**src/rtl/window_delta_buffer.sv**
```systemverilog
// Snapshots a running accumulator once per window and queues the modulo-2^WIDTH
// window deltas in a small FIFO drained over a valid/ready handshake.
module window_delta_buffer #(
  parameter int WIDTH  = 16,
  parameter int WINDOW = 16,
  parameter int DEPTH  = 4,
  parameter int LVLW   = 3
) (
  input  logic             clock,
  input  logic             reset,
  input  logic             enable,
  input  logic [WIDTH-1:0] acc_in,
  output logic [WIDTH-1:0] out_data,
  output logic             out_valid,
  input  logic             out_ready,
  output logic             overflow,
  output logic [LVLW-1:0]  level
);

  localparam int CNTW = $clog2(WINDOW);
  localparam int PTRW = $clog2(DEPTH);

  typedef enum logic {
    IDLE,
    RUN
  } state_t;

  state_t           r_state;
  state_t           w_stateNext;
  logic [CNTW-1:0]  r_counter;
  logic [CNTW-1:0]  w_counterNext;
  logic [WIDTH-1:0] r_baseline;
  logic [WIDTH-1:0] w_baselineNext;
  logic [WIDTH-1:0] w_delta;
  logic             w_push;
  logic             w_boundary;

  logic [WIDTH-1:0] r_mem [DEPTH];
  logic [PTRW-1:0]  r_rdPtr;
  logic [PTRW-1:0]  r_wrPtr;
  logic [LVLW-1:0]  r_level;
  logic             r_overflow;
  logic             w_empty;
  logic             w_full;
  logic             w_pop;
  logic             w_pushOk;
  logic             w_drop;

  assign w_boundary = (r_counter == CNTW'(WINDOW - 1));

  always_ff @(posedge clock) begin
    if (reset) begin
      r_state    <= IDLE;
      r_counter  <= '0;
      r_baseline <= '0;
    end else begin
      r_state    <= w_stateNext;
      r_counter  <= w_counterNext;
      r_baseline <= w_baselineNext;
    end
  end

  // Borrow is dropped on purpose: the delta stays exact across accumulator wrap.
  always_comb begin
    w_stateNext    = r_state;
    w_counterNext  = r_counter;
    w_baselineNext = r_baseline;
    w_push         = 1'b0;
    w_delta        = acc_in - r_baseline;
    case (r_state)
      IDLE: begin
        if (enable) begin
          w_stateNext    = RUN;
          w_counterNext  = '0;
          w_baselineNext = acc_in;
        end
      end
      RUN: begin
        if (!enable) begin
          w_stateNext   = IDLE;
          w_counterNext = '0;
        end else if (w_boundary) begin
          w_counterNext  = '0;
          w_baselineNext = acc_in;
          w_push         = 1'b1;
        end else begin
          w_counterNext = r_counter + CNTW'(1);
        end
      end
      default: begin
        w_stateNext   = IDLE;
        w_counterNext = '0;
      end
    endcase
  end

  assign w_empty  = (r_level == '0);
  assign w_full   = (r_level == LVLW'(DEPTH));
  assign w_pop    = !w_empty && out_ready;
  // A same-edge pop frees the slot, so a push into a full FIFO is still taken.
  assign w_pushOk = w_push && (!w_full || w_pop);
  assign w_drop   = w_push && w_full && !w_pop;

  always_ff @(posedge clock) begin
    if (w_pushOk && !reset) begin
      r_mem[r_wrPtr] <= w_delta;
    end
  end

  always_ff @(posedge clock) begin
    if (reset) begin
      r_rdPtr    <= '0;
      r_wrPtr    <= '0;
      r_level    <= '0;
      r_overflow <= 1'b0;
    end else begin
      if (w_pushOk) begin
        r_wrPtr <= r_wrPtr + PTRW'(1);
      end
      if (w_pop) begin
        r_rdPtr <= r_rdPtr + PTRW'(1);
      end
      case ({w_pushOk, w_pop})
        2'b10:   r_level <= r_level + LVLW'(1);
        2'b01:   r_level <= r_level - LVLW'(1);
        default: r_level <= r_level;
      endcase
      if (w_drop) begin
        r_overflow <= 1'b1;
      end
    end
  end

  assign out_valid = !w_empty;
  assign out_data  = w_empty ? '0 : r_mem[r_rdPtr];
  assign overflow  = r_overflow;
  assign level     = r_level;

endmodule

```
**config.mk**
```make
export PLATFORM = sky130hd
export DESIGN_NAME = window_delta_buffer
export DESIGN_NICKNAME = d
export VERILOG_FILES = /design/src/rtl/window_delta_buffer.sv
export SDC_FILE = /design/constraint.sdc
export NUM_CORES = 1
export LEC_CHECK = 0
export CORE_MARGIN = 1.5
export CORE_UTILIZATION = 40
export DETAILED_ROUTE_END_ITERATION = 12
export GPL_TIMING_DRIVEN = 0
export PLACE_DENSITY = 0.68
export RECOVER_POWER = 25
export SLEW_MARGIN = 5
export SYNTH_ARGS = -nofsm -noshare
export SYNTH_HDL_FRONTEND = slang
export SYNTH_SLANG_ARGS = --single-unit
```
**constraint.sdc**
```tcl
create_clock -name clock -period 2.9 [get_ports clock]
set_clock_uncertainty 0.15 [all_clocks]
set_input_delay 0.29 -clock clock [delete_from_list [all_inputs] [get_ports clock]]
set_output_delay 0.29 -clock clock [all_outputs]
set_load 0.02 [all_outputs]
```
Word-level counts from Yosys, hierarchy flattened
Memories as Yosys holds them, arrays and structs flattened. A register that Yosys moved wholly into a read port is not among the register bits.
Index checks and enable logic that the tools add are counted.

word-level totals
  flip-flop bits (word level) = 29
  bits in writable memories = 64
  bits of input ports = 20
  output and inout port bits = 21
  memories kept = 1

memory list
  memory  words  bits a word  read ports  clocked after Yosys merged registers in  wr ports  RTL line  text
  r_mem   4      16           1           1                                        1         38        logic [WIDTH-1:0] r_mem [DEPTH];

cells by class
  add/sub/neg operators = 6
  equal/unequal tests = 7
  multiplexer cells = 18
  bitwise logic cells = 1
  reduce and logical (&&, ||, !) cells = 13

operators by type and width
  kind                                                                      count
  16-bit two-way mux                                                        4
  16-bit case mux with 2 select lines                                       1
  16-bit subtractor                                                         1
  4-bit two-way mux                                                         3
  4-bit case mux with 2 select lines                                        1
  1-bit two-way mux                                                         6
  3-bit case mux with 2 select lines                                        1
  1-bit logical AND                                                         5
  2-bit by 1-bit adder with 2-bit output (second input constant)            2
  4-bit by 1-bit adder with 4-bit output (second input constant)            1
  4-bit equality test (second input constant)                               1
  1-bit zero test                                                           4
  2-bit two-way mux                                                         2
  2-bit inequality test (second input constant)                             2
  3-bit by 1-bit adder with 3-bit output (second input constant)            1
  3-bit equality test (second input constant)                               1
  3-bit zero test                                                           1
  3-bit AND reduction                                                       1
  3-bit by 1-bit subtractor with 3-bit output (second input constant)       1
  2-bit by 1-bit equality test with 1-bit output (second input constant)    1
  2-bit equality test (second input constant)                               1
  2-bit by 1-bit inequality test with 1-bit output (second input constant)  1
  2-bit nonzero test                                                        1
  1-bit logical OR                                                          1
  1-bit inverter                                                            1

Depth between registers and ports, before layout
Gate-level depths: netlist (run 1).

  depth after elaboration = 8
  mapped depth = 10
  gate-level depth less buffers = 9

Least setup slack after synthesis (run 1)
OpenSTA, ideal clock, no wires.

  kind = flip-flop to flip-flop
  from = register r_level[0] (netlist: level[0])
  to = register r_level[2] (netlist: level[2])
  setup time = 0.128 ns
  arrival time = 2.390 ns
  setup slack = 0.232 ns
  stages on the path, launching flop included = 9
  buffers on the path = 2
  period minus slack after synthesis = 2.668 ns
  cells stage by stage = dfxtp_1 -> clkbuf_1 -> or3_1 -> clkbuf_1 -> nand3_1 -> fa_1 -> or3_1 -> a311oi_1 -> nor2_1

between the ends
  word-level cells in the longest chain between the ends = 7
  elaborated cells between the ends (all ways) = 13
  classes of those cells = add/sub: 2; eq/ne: 3; mux: 1; reduce/logical: 7

RTL lines
  what                                                                                   RTL line  text
  from (decl)                                                                            41        logic [LVLW-1:0] r_level;
  from (signal assigned)                                                                 124       2'b10: r_level <= r_level + LVLW'(1);
  from (signal assigned)                                                                 125       2'b01: r_level <= r_level - LVLW'(1);
  from (signal assigned)                                                                 126       default: r_level <= r_level;
  3-bit zero test *                                                                      97        assign w_empty = (r_level == '0);
  1-bit zero test *                                                                      n/a
  net out_valid                                                                          14        output logic out_valid,
  1-bit logical AND *                                                                    99        assign w_pop = !w_empty && out_ready;
  1-bit logical OR                                                                       101       assign w_pushOk = w_push && (!w_full || w_pop);
  1-bit logical AND                                                                      101
  2-bit by 1-bit equality test with 1-bit output or 2-bit equality test (tied branches)  123       case ({w_pushOk, w_pop})
  3-bit case mux with 2 select lines or 2-bit nonzero test (tied branches)               n/a

The timed path passes the listed nets; every way through them passes the cells marked *.
A chain may end at the register's enable or synchronous reset.

==> results of run 1 <==
==> layer usage <==
layer  GRT usage, %  up-vias  share of wire (%)
li1               -     1500                  -
met5              0        -                  0
met3           2.49        7                3.5
met4           4.55        0                1.5
met1           19.9     1379                 48
met2           24.1       62                 47
==> cell families (layout without fill, tap and decap cells) <==
group | after synthesis | in the layout | synth area share [%]
adders and majority gates | 22 | 22 | 6.35
AOI/OAI and AO/OA | 71 | 71 | 9.68
xor gates and xnor gates | 18 | 18 | 3.45
and+or+nand+nor | 120 | 120 | 12.8
DFF | 95 | 95 | 55.6
muxes | 18 | 18 | 8.32
buffers and inverters | 44 | 99 | 3.86
==> through the flow <==
| stage | hold WS, ns | cells | setup slack [ns] | utilization [%] |
|---|---|---|---|---|
| floorplan | 0.268 | 388 | 0.232 | - |
| global placement | 0.307 | 568 | -0.202 | 46.9 |
| detailed placement | 0.314 | 568 | -0.293 | 46.9 |
| CTS | 0.330 | 584 | 0.0169 | 49.8 |
| global route | 0.355 | 583 | 0.00436 | 49.8 |
| finish | 0.314 | 583 | 0.131 | 49.8 |
==> state kept, by name, indices dropped and copies added (netlist names), named ones only <==
| signal | cells |
|---|---|
| r_mem | 64 |
| r_baseline | 16 |
| r_counter | 4 |
| level | 3 |
| r_rdPtr | 2 |
| r_wrPtr | 2 |
| overflow | 1 |
| r_state | 1 |
==> worst max path at each step <==
stage | start | to | slack, ns | depth (start not counted)
2_1_floorplan | level[0]$_SDFFE_PP0P_ | level[2]$_SDFFE_PP0P_ | 0.23 | 8
3_3_place_gp | acc_in[0] | r_mem[0][12]$_DFFE_PP_ | -0.20 | 10
3_5_place_dp | acc_in[0] | r_mem[2][12]$_DFFE_PP_ | -0.29 | 10
4_1_cts | flop | out_data[10] | 0.02 | 5
5_1_grt | r_counter[0]$_SDFFE_PP0P_ | r_mem[0][6]$_DFFE_PP_ | 0.004 | 6
6_report | flop | out_data[10] | 0.13 | 5
==> power by group through the flow <==
stage / clock, uW / combinational (uW) / sequential [uW]
floorplan: 0 / 223 / 1540
global placement: 0 / 310 / 1540
detailed placement: 0 / 320 / 1540
CTS: 1230 / 322 / 1510
global route: 1290 / 367 / 1510
finish: 1210 / 326 / 1510
==> critical path: stages, from the launching register on <==
cell	delay, ns
dfxtp_1	0.31
buf_2	0.25
buf_6	0.23
mux4_2	0.52
and2_1	0.17
clkdlybuf4s50_1	0.53
==> layout by cell type (no fill, tap or decap), types with 3 or more instances in the layout <==
master | synthesis | final
a211oi_1 | 6 | 6
a21o_1 | 3 | 3
a21oi_1 | 31 | 31
a31oi_1 | 5 | 5
and2_1 | 21 | 21
and3_1 | 4 | 4
clkbuf_1 | 15 | 14
clkbuf_16 | 0 | 9
clkdlybuf4s50_1 | 0 | 34
clkinv_4 | 0 | 3
dfxtp_1 | 31 | 31
dlygate4sd3_1 | 0 | 6
edfxtp_1 | 64 | 64
ha_1 | 20 | 20
inv_1 | 24 | 24
mux4_2 | 16 | 16
nand2_1 | 14 | 14
nand2b_1 | 3 | 3
nand3_1 | 11 | 11
nor2_1 | 49 | 49
nor2b_1 | 3 | 3
o21ai_0 | 7 | 7
o21bai_1 | 3 | 3
xnor2_1 | 12 | 12
xor2_1 | 6 | 6
==> timing repair <==
item / CTS / global route
gates resized for setup: 2 / 4
hold endpoints to repair: 0 / 0
pin swaps: 0 / 0
endpoints found under the setup margin: 10 / 15
gates cloned: 0 / 0
==> cells in the mapped netlist (4+ instances only) <==
cell type and number:
nor2_1 49, inv_1 24, dfxtp_1 31, xnor2_1 12
nand2_1 14, xor2_1 6, nand3_1 11, edfxtp_1 64
ha_1 20, a211oi_1 6, and3_1 4, and2_1 21
clkbuf_1 15, mux4_2 16, a21oi_1 31, a31oi_1 5
o21ai_0 7
==> cell type report <==
cell class	count	area, um2
clock inverters	7	87.6
clock buffers	9	225
well taps	140	175
plain buffers	19	90.1
inverters	24	90.1
multi-input cells	249	1860
fillers	964	5510
repair buffers	40	400
flip-flops and latches	95	2540
==> flow_summary.ini, run 1 <==
[status]
status = finished clean

[worst_setup_path]
r2r-start = r_counter[0]$_SDFFE_PP0P_
required_ns = 2.46
rr_worst_depth = 6
r2r_setup_slack_ns = 0.22
cp-end-kind = output port
crit_arrival_ns = 2.33
path_max_fanout = 10
r2r-end = r_mem[2][5]$_DFFE_PP_
crit_path_start_kind = flop
crit_type = flop to output port

[global_route]
grt_max_degree = 19
groute.usage.overall_pct = 14.7
grt_pass1_vias = 2870
grt_pass1_wl_um = 13600
grt.overflow.total = 0
antenna_found_initial = 0

[placement]
dp_hpwl_um = 5870
io_buffers = 40
routabilityCongestion = 0.889
post_dp_cell_area_um2 = 5150

[yosys]
ys_seq_area_share_pct = 55.6
synth_edf_count = 64
synth_area_leaders = edfxtp_1 (42%), dfxtp_1 (14%), mux4_2 (7.9%), ha_1 (5.5%), nor2_1 (4.0%)
synth_top_cell_by_area = edfxtp_1
synth.avg_cell_area_um2 = 11.8
syn_inst = 388
ys_ff_latch = 95
ys_async_sr_fraction_pct = 0
synth.distinct_cells = 49
ys.flop_type = edfxtp_1
syn_nets = 430
syn_area_um2 = 4570
synthDominantCellAreaShare_pct = 42.0
ys_warn_count = 0

[sta]
slew_viol_final = 0
period_needed_ns = 2.77
finalCritPeriodShare_pct = 95.5
max-slew-margin-rel_pct = 44.0
rsz0062_at_grt = no
tightest_slew_ns = 0.840
fmax_ghz = 0.361
setup_viol = 0
setup_tns_ns = 0
final_hold_viol_count = 0

[final_layout]
area_delta_synth_final_pct = 19.6
drive_gt1_share_pct = 9.48
final_area_um2 = 5470
nets = 480
antenna_cells = 0

[route]
wl_um = 8250
drcViolationCount = 0
first_iter_violations = 141
vias = 2948
vias_per_cell = 5.06
wl_per_cell_um = 14.2
ant_nets = 0
dr.pass1.iters = 4

[clock_network]
cts_buffer_depth = 2
cts_tree = built
clkTransAtPathRegs_ns = 0.07
htree_levels = 3
cts_buffers = 9
clock_sinks = 95
cts_hold_buf = 0
root_buffer = clkbuf_16
insertion_delay_ns = 0.33
cts_setup_buffers = 0

[floorplanning]
die-height_um = 110
io_pins = 41
start_util_pct = 41.6
fp.coreArea_um2 = 11000
rows = 38
die_area_um2 = 12100
fp.dieW_um = 110

[pwr]
pwr-share-comb_pct = 10.7
p_leak_uw = 0.00191
p_sw_share_pct = 23.8
seq_power_share_pct = 49.6
pwr-share-clk_pct = 39.7
power_density_nw_per_um2 = 556
finalPower_uw = 3040
p_switching_uw = 726
internal_power_uw = 2320
peakVddDrop_mv = 0.324

[min_path]
hold_path_depth = 2
min_path_type = flop to flop
holdPathEnd = overflow$_SDFFE_PP0P_
hold_path_startpoint = overflow$_SDFFE_PP0P_

[job]
cap_violations = 0
Note: power is estimated with default switching activity, not from simulation.
==> run 2: changes to the inputs <==
--- a/config.mk
+++ b/config.mk
@@ -5,11 +5,11 @@
 export SDC_FILE = /design/constraint.sdc
 export NUM_CORES = 1
 export LEC_CHECK = 0
-export CORE_MARGIN = 1.5
+export CORE_MARGIN = 2
 export CORE_UTILIZATION = 40
 export DETAILED_ROUTE_END_ITERATION = 12
 export GPL_TIMING_DRIVEN = 0
-export PLACE_DENSITY = 0.68
+export PLACE_DENSITY = 0.7
 export RECOVER_POWER = 25
 export SLEW_MARGIN = 5
 export SYNTH_ARGS = -nofsm -noshare
==> constraint.sdc (replaced) <==
create_clock -name clock -period 2.3 [get_ports clock]
set_clock_uncertainty 0.15 [all_clocks]
set_input_delay 0.23 -clock clock [delete_from_list [all_inputs] [get_ports clock]]
set_output_delay 0.23 -clock clock [all_outputs]
set_load 0.02 [all_outputs]
==> run 2 against run 1 <==
Net effect:
- the run now ends with negative setup slack left
- clock power grew 20%
- worst hold slack got worse by 0.29 ns
- cell area increased by 8.1%
- clock-buffer cell count grew 1
- register-to-register slack worse by 0.19 ns
- combinational power is 67% higher
- non-clock buffer count up 8
- global-route usage rose by 0.45 points
==> flow_summary.ini, run 2 (synthesis gave the netlist of run 1 again) <==
[route]
wl_per_cell_um = 15.7
wl_um = 9360
drcViolationCount = 0
ant_nets = 0
dr.pass1.iters = 4
vias = 3089
first_iter_violations = 213
vias_per_cell = 5.19

[floorplanning]
rows = 39
io_pins = 41
die-height_um = 111
start_util_pct = 40.6
fp.dieW_um = 111
die_area_um2 = 12300
fp.coreArea_um2 = 11300

[final_layout]
final_area_um2 = 5920
drive_gt1_share_pct = 25.0
stdcell_count = 595
register_area_um2 = 2550
final_common_cell = edfxtp_1
nets = 490
largest_reg_flops = 64
reg_top3 = r_mem (64), r_baseline (16), r_counter (4)
area_delta_synth_final_pct = 29.3
regMostFlops = r_mem
layout_common_cells = edfxtp_1 (64), nor2_1 (49), a21oi_1 (28), inv_1 (24), dfxtp_1 (24)
fill_cells = 923
antenna_cells = 0
multi_input_comb_area_um2 = 2220

[sta]
setup_viol = 4
fmax_ghz = 0.434
finalCritPeriodShare_pct = 100
period_needed_ns = 2.30
rsz0062_at_grt = yes
worst_slack_ns = -0.00177
final_hold_viol_count = 0
max-slew-margin-rel_pct = 48.5
tightest_slew_ns = 0.762
slew_viol_final = 0

[clock_network]
cts_buffer_depth = 2
cts_buffers = 9
cts_tree = built
clkTransAtPathRegs_ns = 0.06
clock_sinks = 95
root_buffer = clkbuf_16
insertion_delay_ns = 0.34
htree_levels = 3

[worst_setup_path]
r2r-start = r_baseline[9]$_SDFFE_PP0P_
cp-end-kind = flop
crit_path_start_kind = input port
required_ns = 2.23
crit_slowest_cell = clkdlybuf4s50_1
rr_worst_depth = 8
crit_type = input port to flop
r2r-end = r_mem[3][15]$_DFFE_PP_
cpPeakStageDelay_ns = 0.49
path_max_fanout = 7
crit_arrival_ns = 2.23
path_cells = clkdlybuf4s50_1, ha_2, and3_2, and3_1, nand4_1, o211ai_1, a31o_4, xnor2_4
r2r_setup_slack_ns = 0.03

[pwr]
p_leak_uw = 0.00212
peakVddDrop_mv = 0.324
power_density_nw_per_um2 = 658

[global_route]
grt_pass1_wl_um = 14800
groute.usage.overall_pct = 15.1
antenna_found_initial = 0
grt.overflow.total = 0
grt_pass1_vias = 3006
grt_max_degree = 17

[min_path]
min_path_type = input port to flop
hold_path_startpoint = acc_in[0]
hold_path_depth = 3
holdPathEnd = r_baseline[0]$_SDFFE_PP0P_

[job]
cap_violations = 0

[status]
violations = negative setup slack
status = finished, violations left

[placement]
post_dp_cell_area_um2 = 5180
io_buffers = 40
dp_cells = 571
routabilityCongestion = 0.820
dp_hpwl_um = 5960
run 2: metrics by stage:
stage	TNS [ns]	util (%)	total power, uW	hold slack [ns]	setup WS (ns)
detailed placement	-62.58	45.9	2340	0.311	-0.812
global placement	-58.12	45.9	2330	0.307	-0.734
finish	-0.00342	52.5	3890	0.0289	-0.00177
global route	-1.96	52.5	4050	0.0626	-0.0548
CTS	-0.488	50.6	3840	0.204	-0.0642
floorplan	0	-	2220	0.208	0.000398
run 2: what timing repair did:
| action | 4_1_cts | 5_1_grt |
|---|---|---|
| pin swaps | 10 | 16 |
| buffers inserted | 5 | 5 |
| gates cloned | 3 | 0 |
| setup endpoints to repair | 111 | 77 |
| gates resized for setup | 92 | 50 |
| hold buffers | 0 | 0 |
run 2: final cells by class:
class	count	area share, %
Sequential cell	95	43.2
Multi-Input combinational cell	251	37.6
Timing Repair Buffer	51	7.91
Clock buffer	10	3.87
Tap cell	143	3.02
Buffer	16	1.95
Inverter	24	1.52
Clock inverter	5	0.994
run 2: worst max path at each step:
| stage | from | to | slack, ns | cells after the start |
|---|---|---|---|---|
| after floorplan | r_counter[0]$_SDFFE_PP0P_ | level[2]$_SDFFE_PP0P_ | 0.0004 | 9 |
| after detailed placement | acc_in[0] | r_mem[2][12]$_DFFE_PP_ | -0.81 | 10 |
| after global placement | acc_in[0] | r_mem[0][12]$_DFFE_PP_ | -0.73 | 10 |
| after CTS | acc_in[0] | r_mem[1][12]$_DFFE_PP_ | -0.06 | 10 |
| after global routing | r_counter[1]$_SDFFE_PP0P_ | r_mem[3][8]$_DFFE_PP_ | -0.05 | 6 |
| final | acc_in[9] | r_mem[3][15]$_DFFE_PP_ | -0.002 | 8 |
run 2: metal layers:
metal / vias up / track usage [%] / routed length [um]
met3: 14 / 2.84 / 398
met4: 0 / 5.50 / 144
met1: 1480 / 20.6 / 4350
met2: 67 / 24.3 / 4470
met5: - / 0 / 0
li1: 1528 / - / -
run 2: where the power goes:
part	leakage (uW)	internal (uW)	switching [uW]
Combinational	0.00115	232	314
Clock	0.000135	838	607
Sequential	0.000831	1900	7.20
run 2: critical path, delay by kind of cell:
family | cells | cell delay (ns)
simple gates | 3 | 0.60
buf+inv | 1 | 0.49
compound gates | 2 | 0.41
fa+ha+maj | 1 | 0.34
xor+xnor | 1 | 0.15
